## src/rtl/ascon_perm_scheduler_if.sv

```systemverilog
// Request, response and permutation-core bundle for ascon_perm_scheduler.
// The slave modport is the scheduler; the master modport is the requesters, consumer and core side.
interface ascon_perm_scheduler_if;
  logic         r0_valid, r0_ready;
  logic [1:0]   r0_passes;
  logic [319:0] r0_state;
  logic         r1_valid, r1_ready;
  logic [1:0]   r1_passes;
  logic [319:0] r1_state;
  logic         rsp_valid, rsp_ready, rsp_id;
  logic [319:0] rsp_state;
  logic [319:0] core_in_s, core_out_s;
  logic [7:0]   core_a;

  modport slave (
    input  r0_valid, r0_passes, r0_state, r1_valid, r1_passes, r1_state,
           rsp_ready, core_out_s,
    output r0_ready, r1_ready, rsp_valid, rsp_id, rsp_state, core_in_s, core_a
  );
  modport master (
    output r0_valid, r0_passes, r0_state, r1_valid, r1_passes, r1_state,
           rsp_ready, core_out_s,
    input  r0_ready, r1_ready, rsp_valid, rsp_id, rsp_state, core_in_s, core_a
  );
endinterface

```

## src/rtl/ascon_perm_scheduler.sv

```systemverilog
// Round-robin scheduler sharing one 4-round Ascon core between two requesters; p4/p8/p12 run as 1-3 passes.
// Define ASCON_SCHED_FIXED_PRIO_EN to make requester 0 win every contention.
module ascon_perm_scheduler #(
  parameter logic [7:0] LAST_SEED = 8'h87,
  parameter logic [7:0] SEED_STEP = 8'h3c
) (
  input logic clk,
  input logic reset,
  ascon_perm_scheduler_if.slave bus
);
  typedef enum logic [1:0] {IDLE, RUN, DONE} state_t;

  state_t       state, state_nxt;
  logic [319:0] st_reg;
  logic [1:0]   cnt;
  logic         id_reg, rr_ptr;

  logic [1:0]   vld;
  logic         any_vld, gnt_id;
  logic [1:0]   gnt_passes;
  logic [319:0] gnt_state;
  logic [7:0]   cnt_m1;

  assign vld        = {bus.r1_valid, bus.r0_valid};
  assign any_vld    = |vld;
  // rr_ptr stays 0 in fixed-priority builds, so the same expression gives r0 priority
  assign gnt_id     = (vld == 2'b11) ? rr_ptr : vld[1];
  assign gnt_passes = gnt_id ? bus.r1_passes : bus.r0_passes;
  assign gnt_state  = gnt_id ? bus.r1_state  : bus.r0_state;
  assign cnt_m1     = {6'd0, cnt} - 8'd1;

  always_comb begin
    state_nxt = state;
    case (state)
      IDLE:    if (any_vld) state_nxt = (gnt_passes != 2'd0) ? RUN : DONE;
      RUN:     if (cnt == 2'd1) state_nxt = DONE;
      DONE:    if (bus.rsp_ready) state_nxt = IDLE;
      default: state_nxt = IDLE;
    endcase
  end

  always_comb begin
    bus.r0_ready  = 1'b0;
    bus.r1_ready  = 1'b0;
    bus.rsp_valid = 1'b0;
    bus.rsp_id    = id_reg;
    bus.rsp_state = st_reg;
    bus.core_in_s = st_reg;
    bus.core_a    = 8'h00;
    case (state)
      IDLE: begin
        bus.r0_ready = any_vld & ~gnt_id & ~reset;
        bus.r1_ready = any_vld &  gnt_id & ~reset;
      end
      RUN:     bus.core_a    = LAST_SEED + SEED_STEP * cnt_m1;
      DONE:    bus.rsp_valid = 1'b1;
      default: ;
    endcase
  end

  always_ff @(posedge clk) begin
    if (reset) begin
      state  <= IDLE;
      st_reg <= '0;
      cnt    <= '0;
      id_reg <= 1'b0;
      rr_ptr <= 1'b0;
    end else begin
      state <= state_nxt;
      case (state)
        IDLE: if (any_vld) begin
          st_reg <= gnt_state;
          cnt    <= gnt_passes;
          id_reg <= gnt_id;
        end
        RUN: begin
          st_reg <= bus.core_out_s;
          cnt    <= cnt - 2'd1;
        end
        DONE: begin
`ifdef ASCON_SCHED_FIXED_PRIO_EN
          rr_ptr <= 1'b0;
`else
          if (bus.rsp_ready) rr_ptr <= ~id_reg;
`endif
        end
        default: ;
      endcase
    end
  end
endmodule

```

## src/flat_wrapper.sv

```systemverilog
// flat-port wrapper written by rule: the top's interface ports become plain ports
module ascon_perm_scheduler_flat 
#(
  parameter logic [7:0] LAST_SEED = 8'h87,
  parameter logic [7:0] SEED_STEP = 8'h3c
)
  (clk, reset, bus_r0_valid, bus_r0_passes, bus_r0_state, bus_r1_valid, bus_r1_passes, bus_r1_state, bus_rsp_ready, bus_core_out_s, bus_r0_ready, bus_r1_ready, bus_rsp_valid, bus_rsp_id, bus_rsp_state, bus_core_in_s, bus_core_a);
  ascon_perm_scheduler_if bus_i ();
  input logic clk;
  input logic reset;
  input wire logic [$bits(bus_i.r0_valid)-1:0] bus_r0_valid;
  input wire logic [$bits(bus_i.r0_passes)-1:0] bus_r0_passes;
  input wire logic [$bits(bus_i.r0_state)-1:0] bus_r0_state;
  input wire logic [$bits(bus_i.r1_valid)-1:0] bus_r1_valid;
  input wire logic [$bits(bus_i.r1_passes)-1:0] bus_r1_passes;
  input wire logic [$bits(bus_i.r1_state)-1:0] bus_r1_state;
  input wire logic [$bits(bus_i.rsp_ready)-1:0] bus_rsp_ready;
  input wire logic [$bits(bus_i.core_out_s)-1:0] bus_core_out_s;
  output wire logic [$bits(bus_i.r0_ready)-1:0] bus_r0_ready;
  output wire logic [$bits(bus_i.r1_ready)-1:0] bus_r1_ready;
  output wire logic [$bits(bus_i.rsp_valid)-1:0] bus_rsp_valid;
  output wire logic [$bits(bus_i.rsp_id)-1:0] bus_rsp_id;
  output wire logic [$bits(bus_i.rsp_state)-1:0] bus_rsp_state;
  output wire logic [$bits(bus_i.core_in_s)-1:0] bus_core_in_s;
  output wire logic [$bits(bus_i.core_a)-1:0] bus_core_a;
  assign bus_i.r0_valid = bus_r0_valid;
  assign bus_i.r0_passes = bus_r0_passes;
  assign bus_i.r0_state = bus_r0_state;
  assign bus_i.r1_valid = bus_r1_valid;
  assign bus_i.r1_passes = bus_r1_passes;
  assign bus_i.r1_state = bus_r1_state;
  assign bus_i.rsp_ready = bus_rsp_ready;
  assign bus_i.core_out_s = bus_core_out_s;
  assign bus_r0_ready = bus_i.r0_ready;
  assign bus_r1_ready = bus_i.r1_ready;
  assign bus_rsp_valid = bus_i.rsp_valid;
  assign bus_rsp_id = bus_i.rsp_id;
  assign bus_rsp_state = bus_i.rsp_state;
  assign bus_core_in_s = bus_i.core_in_s;
  assign bus_core_a = bus_i.core_a;
  ascon_perm_scheduler #(.LAST_SEED(LAST_SEED), .SEED_STEP(SEED_STEP)) u_core (.clk(clk), .reset(reset), .bus(bus_i));
endmodule
```

## config.mk

```make
export PLATFORM = sky130hd
export DESIGN_NAME = ascon_perm_scheduler_flat
export DESIGN_NICKNAME = d
export VERILOG_FILES = /design/src/rtl/ascon_perm_scheduler_if.sv /design/src/rtl/ascon_perm_scheduler.sv /design/src/flat_wrapper.sv
export SDC_FILE = /design/constraint.sdc
export NUM_CORES = 1
export LEC_CHECK = 0
export CAP_MARGIN = 20
export CORE_AREA = 2 2 626 628
export CTS_BUF_LIST = sky130_fd_sc_hd__clkbuf_8
export DETAILED_ROUTE_END_ITERATION = 12
export DIE_AREA = 0 0 628 630
export PLACE_DENSITY = 0.3
export SYNTH_ARGS = -nofsm -noshare
export SYNTH_HDL_FRONTEND = slang
export SYNTH_SLANG_ARGS = --single-unit
```

## constraint.sdc

```tcl
create_clock -name clk -period 2.5 [get_ports clk]
set_clock_uncertainty 0.1 [all_clocks]
set_input_delay 0.25 -clock clk [delete_from_list [all_inputs] [get_ports clk]]
set_output_delay 0.25 -clock clk [all_outputs]
set_load 0.01 [all_outputs]
```

==> results of run 1 <==
-- cells by family after synthesis --
group,synth area share (%)
buf+inv,18.4
compound gates,25.4
mux,18.3
simple gates,0.687
fa+ha+maj,0.213
flops,37.0
-- layout by cell type (no fill, tap or decap), types with 3 or more instances in the layout --
master	Yosys	final
sky130_fd_sc_hd__ha_1	3	3
sky130_fd_sc_hd__a22oi_1	322	322
sky130_fd_sc_hd__clkinv_2	0	9
sky130_fd_sc_hd__clkbuf_8	0	104
sky130_fd_sc_hd__dlygate4sd2_1	0	189
sky130_fd_sc_hd__diode_2	0	48
sky130_fd_sc_hd__dfxtp_1	326	277
sky130_fd_sc_hd__mux2i_1	322	322
sky130_fd_sc_hd__buf_12	0	45
sky130_fd_sc_hd__dlygate4sd3_1	0	839
sky130_fd_sc_hd__o22ai_1	322	322
sky130_fd_sc_hd__clkdlybuf4s50_1	0	1322
sky130_fd_sc_hd__dfxtp_2	0	46
sky130_fd_sc_hd__clkdlybuf4s15_2	0	11
sky130_fd_sc_hd__inv_1	4	30
sky130_fd_sc_hd__a21oi_1	3	3
sky130_fd_sc_hd__clkdlybuf4s15_1	0	6
sky130_fd_sc_hd__nor2_1	10	9
sky130_fd_sc_hd__dfxtp_4	0	3
sky130_fd_sc_hd__nand2_1	6	4
sky130_fd_sc_hd__buf_4	324	176
-- worst max-delay path, cell delays in order (launching register included) --
cell and delay [ps]:
sky130_fd_sc_hd__dfxtp_1 320, sky130_fd_sc_hd__nand2b_2 230, sky130_fd_sc_hd__nand2_8 170, sky130_fd_sc_hd__buf_4 270, sky130_fd_sc_hd__clkbuf_16 280, sky130_fd_sc_hd__mux2i_1 250
sky130_fd_sc_hd__dlygate4sd3_1 590, sky130_fd_sc_hd__o22ai_1 80
-- timing repair --
item,in CTS,in global routing
setup buffers,0,5
setup endpoints to repair,276,79
pin swaps,0,1
gates resized for setup,294,6
hold buffers,839,0
endpoints found under the hold margin,323,0
gates cloned,0,2
-- power by group through the flow --
stage	combinational [µW]	clock (µW)	sequential, µW
floorplan	4690	0	7500
detailed placement	14900	0	8120
global route	16500	7860	8110
CTS	16100	7760	8070
global placement	15000	0	8110
finish	15600	7330	8000
-- registers in the layout, summed over array words and instances, names as in the netlist --
| signal | flops |
|---|---|
| u_core.bus.rsp_id | 1 |
| u_core.state | 2 |
| u_core.cnt | 2 |
| u_core.bus.core_in_s | 320 |
| u_core.rr_ptr | 1 |
-- cells in the mapped netlist --
cell type | number | share of area, %
sky130_fd_sc_hd__mux2i_1 | 322 | 18
sky130_fd_sc_hd__nor2b_1 | 1 | 0.035
sky130_fd_sc_hd__clkbuf_1 | 63 | 1.3
sky130_fd_sc_hd__a22oi_1 | 322 | 14
sky130_fd_sc_hd__nand2b_1 | 2 | 0.071
sky130_fd_sc_hd__a211oi_1 | 2 | 0.085
sky130_fd_sc_hd__inv_2 | 1 | 0.021
sky130_fd_sc_hd__nand2_1 | 6 | 0.13
sky130_fd_sc_hd__ha_1 | 3 | 0.21
sky130_fd_sc_hd__and3_1 | 2 | 0.071
sky130_fd_sc_hd__buf_1 | 8 | 0.17
sky130_fd_sc_hd__a21oi_1 | 3 | 0.085
sky130_fd_sc_hd__dfxtp_1 | 326 | 37
sky130_fd_sc_hd__buf_2 | 101 | 2.9
sky130_fd_sc_hd__o22ai_1 | 322 | 11
sky130_fd_sc_hd__or2_2 | 1 | 0.035
sky130_fd_sc_hd__inv_1 | 4 | 0.085
sky130_fd_sc_hd__buf_6 | 3 | 0.19
sky130_fd_sc_hd__o21bai_1 | 1 | 0.043
sky130_fd_sc_hd__and2_1 | 2 | 0.071
sky130_fd_sc_hd__nor3_1 | 1 | 0.028
sky130_fd_sc_hd__buf_4 | 324 | 14
sky130_fd_sc_hd__or2_1 | 1 | 0.035
sky130_fd_sc_hd__nor2_1 | 10 | 0.21
sky130_fd_sc_hd__a32o_1 | 2 | 0.11
-- metal layers --
| metal | GRT usage (%) | wire length [µm] | vias to the layer above |
|---|---|---|---|
| li1 | - | - | 11200 |
| met1 | 15.8 | 113000 | 13100 |
| met2 | 26.1 | 151000 | 1614 |
| met3 | 9.37 | 43200 | 513 |
| met4 | 4.51 | 10600 | 118 |
| met5 | 0 | 806 | - |
-- through the flow --
stage	util (%)	cell area [µm²]	hold WS, ps	std cells	setup WS [ps]
after floorplan	-	17700	320	1833	934
after global placement	9.92	38500	366	8279	-69.9
after detailed placement	9.92	38500	367	8279	-108
after CTS	12.5	48400	1.55	9261	0.411
after global routing	12.5	48600	67.4	9290	8.94
final	12.5	48600	122	9316	33.6
-- worst max path at each step --
stage	startpoint	to	cells after the start
6_report	u_core.rr_ptr	u_core.bus.core_in_s[316]	7
5_1_grt	u_core.cnt[0]	bus_core_a[3]	5
4_1_cts	u_core.bus.core_in_s[62]	bus_core_in_s[62]	1
3_5_place_dp	bus_r0_valid	u_core.bus.core_in_s[70]	8
3_3_place_gp	bus_r0_valid	u_core.bus.core_in_s[70]	8
2_1_floorplan	u_core.state[1]	bus_core_a[5]	5
-- layout make-up --
class | instances | share of cell area [%]
clock buffer | 104 | 2.94
inverter | 5 | 0.0540
sequential | 326 | 13.6
timing repair buffer | 2594 | 53.1
tap | 5197 | 13.4
clock inverter | 39 | 0.450
antenna | 48 | 0.247
multi-input combinational | 1003 | 16.3
==> metrics list, run 1 <==
- The flow ran to the end, and the final reports show no timing, DRC or antenna violations.
- Detail Placement HPWL: between 200 and 300 mm
- Type of the worst setup path: reg2reg
* Total power: roughly 31000 µW
* Critical R2R Launch: u_core.rr_ptr
- For this run the aggregate overflow at the end of global routing stands at 0.
- At the end of routability-driven placement, the weighted congestion stood at 0.916.
- Hold Crit Endpoint: u_core.bus.core_in_s[224]
* Sequential power share: roughly a quarter
- Min-Delay Path Depth: 3
* Wire length of the first global-routing pass: about 380 mm
- The worst pin sits at a relative slew slack of a little under half.
- Wire length per cell after detailed routing: between 30 and 40 µm
- In this run the worst hold path is classified as in2reg.
- The floorplan step defined a die boundary enclosing 0.396 mm².
* Master cell of the clock root buffer: sky130_fd_sc_hd__clkbuf_8
- Worst R2R End: u_core.bus.core_in_s[316]
* Transition time at the pin with the least slew margin: between 800 and 900 ps
- The synthesized netlist occupies a cell area of around 0.018 mm².
- Compared with the post-synthesis result, the final layout area differs by 176%.
- Share of the clock period used by the worst path after layout: between 90 and 100%
* Proportion of layout cells with a drive suffix above 1: roughly 10%
* Total leakage power: roughly 0.019 µW
* Starting Density: approximately 4.5%
- In this run the standard cell core region covers roughly 0.39 mm².
* CTS tree: built
- Along the worst path, the maximum fanout reaches 16.
* DRT Pass-1 Iters: 5
* Overall routing resource usage: 15.4%
- For this run, the top clock speed supported by timing is between 0.4 and 0.5 GHz.
- STA classifies the critical path startpoint as a flip-flop.
- Net count of the mapped netlist: between 2000 and 3000
- Combinational logic is responsible for 50.5% of the overall power.
* Residual DRC: 0
* Net Switching: about 14000 µW
- The worst setup path is captured at a flip-flop.
- Register bit total from synthesis: between 300 and 400
- Worst setup slack for register-to-register paths: around 34 ps
- Number of rows in the core area: approximately 230
- Setup total negative slack on the finished layout was measured at 0 ps.
* Total wirelength of the detailed-routed design: 319 mm
* Clock slew seen by the registers of the worst setup and hold paths: approximately 60 ps
- In this run the power density over the cells is approximately 640 mW/mm².
- Across the whole layout, storage elements account for 0.00660 mm².
- Warning count from the yosys run: 0
* Number of failing setup endpoints in the final timing report: 0
* Distinct cells, synth: 25
* R2R depth: 7
- The clock network burns a little under a quarter of the power.
- A synthesized cell averages about 9.6 µm².
- The tree built by TritonCTS fans out to 326 sinks.
- Entering global routing, the biggest net connects 72 pins.
- Via-to-Cell Ratio: about 2.8
* Starting DRT DRC Count: 1705
- For this block, the via count after detailed routing is ~27000.
* Sequential-to-total area share from yosys stat: roughly 37%
- Setup repair after global routing left no endpoint under its margin.
- Across the VDD grid, the largest voltage drop is 0.280 mV.
- Count of buffers inserted at the top-level ports: between 1500 and 2000
- Required time at the endpoint of the critical path: between 3000 and 4000 ps
- Clock latency of the later-clocked register in the worst-skew pair: between 800 and 900 ps
* Maximum buffer depth of the clock tree: 4
- The die is between 600 and 700 µm tall.
* Fill cells: roughly 45000
- Counting the buffers created by CTS gives between 80 and 90.
- Data arrival time of the critical path: approximately 3100 ps
- The final hold violation count was 0.
- Synthesis produced a netlist whose cell count is 1833.
- The number of antenna violations at the first check in global routing came to ~220.
- The number of pins with negative max-slew slack in the final report was 0.
* Final layout net count: 4989
* Final worst path period need: around 2500 ps
* Vias in the first global route: 27500
* Max capacitance violation total: 0
- The count of nets left with antenna violations once routing finished came out at 0.
- Width of the die: 628 µm
* Hold path startpoint: bus_r1_state[224]
- Net switching is between 40% and 50% of the power.
* Level count of the clock H-tree: 3
- Number of primary I/O pins: between 1500 and 2000
- In the final layout, the multi-input gates occupy between 0.007 and 0.008 mm².
* Internal power summed over all cells: about 17000 µW
Power figures use the tool's default switching activity.
==> run 2: changes to the inputs <==
--- a/config.mk
+++ b/config.mk
@@ -7,7 +7,7 @@
 export LEC_CHECK = 0
 export CAP_MARGIN = 20
 export CORE_AREA = 2 2 626 628
-export CTS_BUF_LIST = sky130_fd_sc_hd__clkbuf_8
+export CTS_BUF_LIST = sky130_fd_sc_hd__clkbuf_4 sky130_fd_sc_hd__clkbuf_8
 export DETAILED_ROUTE_END_ITERATION = 12
 export DIE_AREA = 0 0 628 630
 export PLACE_DENSITY = 0.3
==> constraint.sdc (replaced) <==
create_clock -name clk -period 2.5 [get_ports clk]
set_clock_uncertainty 0.1 [all_clocks]
set_input_delay 0.75 -clock clk [delete_from_list [all_inputs] [get_ports clk]]
set_output_delay 0.75 -clock clk [all_outputs]
set_load 0.01 [all_outputs]
==> run 2 against run 1 <==
Net effect: the flow now finishes with violations (setup timing); combinational power down 8%; wire length down 1.4%; setup slack worse by 300 ps; sequential power up 1%; clock power up 3.4%; cell count down 8.4%; critical path depth down 3; non-clock buffer count down 761; critical endpoint is now bus_r1_ready.
==> metrics list, run 2 (synthesis gave the netlist of run 1 again) <==
- Area taken by multi-input logic gates: 0.00799 mm² (was 0.00793 mm²)
- The final-layout setup total negative slack came to -1610 ps (was 0 ps).
* Inserted Clock Buffers: 82 (was 87)
- The die footprint was 0.396 mm² (unchanged).
- The number of buffers on the longest clock path came to 4 (unchanged).
* Top fanout value on the critical path: 5 (was 16)
- The number of cells in the design after placement was 8339 (was 8279).
- The average routed wire per standard cell is 36.9 µm (was 34.2 µm).
- The start of the worst register-to-register path is u_core.state[1] (was u_core.rr_ptr).
* Total leakage power: 0.0156 µW (was 0.0186 µW)
- Total wirelength of the detailed-routed design: 314 mm (was 319 mm)
- Area of the core region: 0.388 mm² (unchanged)
- Die Ht: 630 µm (unchanged)
* Largest net degree at the start of global routing: 117 (was 72)
- Clock latency of the later-clocked register in the worst-skew pair: 840 ps (was 850 ps)
* Status: finished, violations left (was finished clean)
- The category of the worst setup path capture point was an output port (was flip-flop).
- The first-pass iteration count of the detailed router was 5 (unchanged).
- Transition time at the pin with the least slew margin: 1130 ps (was 817 ps)
- The post-detailed-route via-to-cell ratio came to 2.73 (was 2.85).
- The via count of the first global-routing pass came to 23500 (was 27500).
- The final hold violation count was 0 (unchanged).
- Total power: 30000 µW (was 31000 µW)
* Leading cell type in the layout, fill and taps excluded: sky130_fd_sc_hd__clkdlybuf4s50_1 (unchanged)
- The required time reported for the critical path endpoint came to 1650 ps (was 3140 ps).
- Peak ir drop on the vdd network: 0.275 mV (was 0.280 mV)
- Path category of the worst min-delay check: in2reg (unchanged)
* Worst Slack Setup Final: -264 ps (was 33.6 ps)
- The remaining antenna violation count was 0 (unchanged).
* Flip-flop and latch area: 0.00705 mm² (was 0.00660 mm²)
- The flip-flop count of the largest register after layout was 320 (unchanged).
* Unrepaired setup endpoints after global routing: yes (was no)
- Number of rows in the core area: 229 (unchanged)
- Starting DRT DRC Count: 1549 (was 1705)
* CTS tree: built (unchanged)
* Starting Density: 4.55% (unchanged)
- Failing checks: setup timing
* Fmax achieved: 0.362 GHz (was 0.405 GHz)
- Final layout net count: 4223 (was 4989)
* Max capacitance violation total: 0 (unchanged)
* Data arrival time of the critical path: 1910 ps (was 3100 ps)
* Clock sink count: 326 (unchanged)
* Count of buffers inserted at the top-level ports: 1620 (unchanged)
- The HPWL after detailed placement is 286 mm (was 285 mm).
- The number of hold buffers added after CTS was 0 (was 839).
* Pwr per Cell Area: 728 mW/mm² (was 636 mW/mm²)
- The remaining design rule violation count came to 0 (unchanged).
- The area added between synthesis and finish was 134% (was 176%).
- The fraction of final layout cells with drive strength greater than 1 is 35.3% (was 10.2%).
* Overall routing resource usage: 15.3% (was 15.4%)
- The overflow left after global routing came to 0 (unchanged).
- The global-route wire length before repair is 371 mm (was 382 mm).
* Share of the clock period used by the worst path after layout: 111% (was 98.7%)
- The clock slew at the register clock pins of the worst setup and hold paths is 60 ps (about the same).
* Headroom to the max-slew limit: 24.4% (was 45.7%)
- The number of antenna violations at the first check in global routing came to 210 (was 215).
- The number of setup violations in the final report came to 10 (was 0).
* CP Launch Point: bus_r1_valid (was u_core.rr_ptr)
- Type of the worst setup path: in2out (was reg2reg)
* Max Transition Viols Final: 0 (unchanged)
- Final worst path period need: 2760 ps (was 2470 ps)
- Fill cells: 44900 (was 44500)
- The count of non-filler cells in the finished layout is 8534 (was 9316).
- The sort of element at the start of the critical path is an input port (was flip-flop).
- Via count of the routed design: 23300 (was 26500)
- Level count of the clock H-tree: 3 (unchanged)
* Most used cells in the layout excluding fill and tap cells: 965 x sky130_fd_sc_hd__clkdlybuf4s50_1, 322 x sky130_fd_sc_hd__o22ai_1, 322 x sky130_fd_sc_hd__a22oi_1, 322 x sky130_fd_sc_hd__mux2i_1, 321 x sky130_fd_sc_hd__buf_4 (was 1322 x sky130_fd_sc_hd__clkdlybuf4s50_1, 839 x sky130_fd_sc_hd__dlygate4sd3_1, 322 x sky130_fd_sc_hd__o22ai_1, 322 x sky130_fd_sc_hd__a22oi_1, 322 x sky130_fd_sc_hd__mux2i_1)
* Number of primary I/O pins: 1621 (unchanged)
- Worst slack at placement: -1050 ps (was -108 ps)
- The worst hold path startpoint was bus_r0_state[144] (was bus_r1_state[224]).
- The placer's final routability congestion estimate came to 0.935 (was 0.916).
- Master cell of the clock root buffer: sky130_fd_sc_hd__clkbuf_8 (unchanged)
- The overall die width is 628 µm (unchanged).
- The worst hold margin came to 414 ps (was 122 ps).
-- run 2: per-stage QoR --
| step | util (%) | cell area, µm² |
|---|---|---|
| 6_report | 10.6 | 41200 |
| 5_1_grt | 10.6 | 41200 |
| 4_1_cts | 10.6 | 41100 |
| 3_5_place_dp | 10.0 | 38800 |
| 3_3_place_gp | 10.0 | 38800 |
| 2_1_floorplan | - | 17700 |
-- run 2: final timing paths --
path                                     to  slack (ps)  depth (start not counted)
setup / recovery               bus_r1_ready        -260                          4
hold / removal    u_core.bus.core_in_s[144]         410                          3
setup reg to reg  u_core.bus.core_in_s[188]         150                          9
hold reg to reg               u_core.cnt[1]         430                          1
-- run 2: what timing repair did --
action,in CTS,in global routing
pin swaps,5,2
setup buffers,26,1
gates resized for setup,2112,3
endpoints found under the setup margin,582,16
-- run 2: cell type report --
| cell class | count | area share, % |
|---|---|---|
| Antenna cell | 31 | 0.188 |
| Sequential cell | 326 | 17.1 |
| Multi-Input combinational cell | 1003 | 19.4 |
| Clock buffer | 130 | 3.90 |
| Tap cell | 5197 | 15.8 |
| Inverter | 5 | 0.0850 |
| Timing Repair Buffer | 1833 | 43.3 |
| Clock inverter | 9 | 0.249 |
-- run 2: critical path, stage by stage --
cell                            delay, ps
sky130_fd_sc_hd__dlygate4sd2_1        550
sky130_fd_sc_hd__buf_4                260
sky130_fd_sc_hd__and3_4               210
sky130_fd_sc_hd__buf_12               120
-- run 2: routing by layer --
| layer | vias up | share of wire [%] | global-route usage (%) | wire [µm] |
|---|---|---|---|---|
| met1 | 11400 | 33 | 14.6 | 104000 |
| met5 | - | 0.34 | 0 | 1070 |
| met4 | 160 | 3.0 | 3.64 | 9460 |
| met3 | 557 | 16 | 11.1 | 50100 |
| li1 | 9673 | - | - | - |
| met2 | 1526 | 48 | 26.1 | 150000 |
-- run 2: power by group --
part | internal (µW) | switching [µW]
Sequential | 6460 | 1610
Clock | 4240 | 3340
Combinational | 6000 | 8380
Total | 16700 | 13300
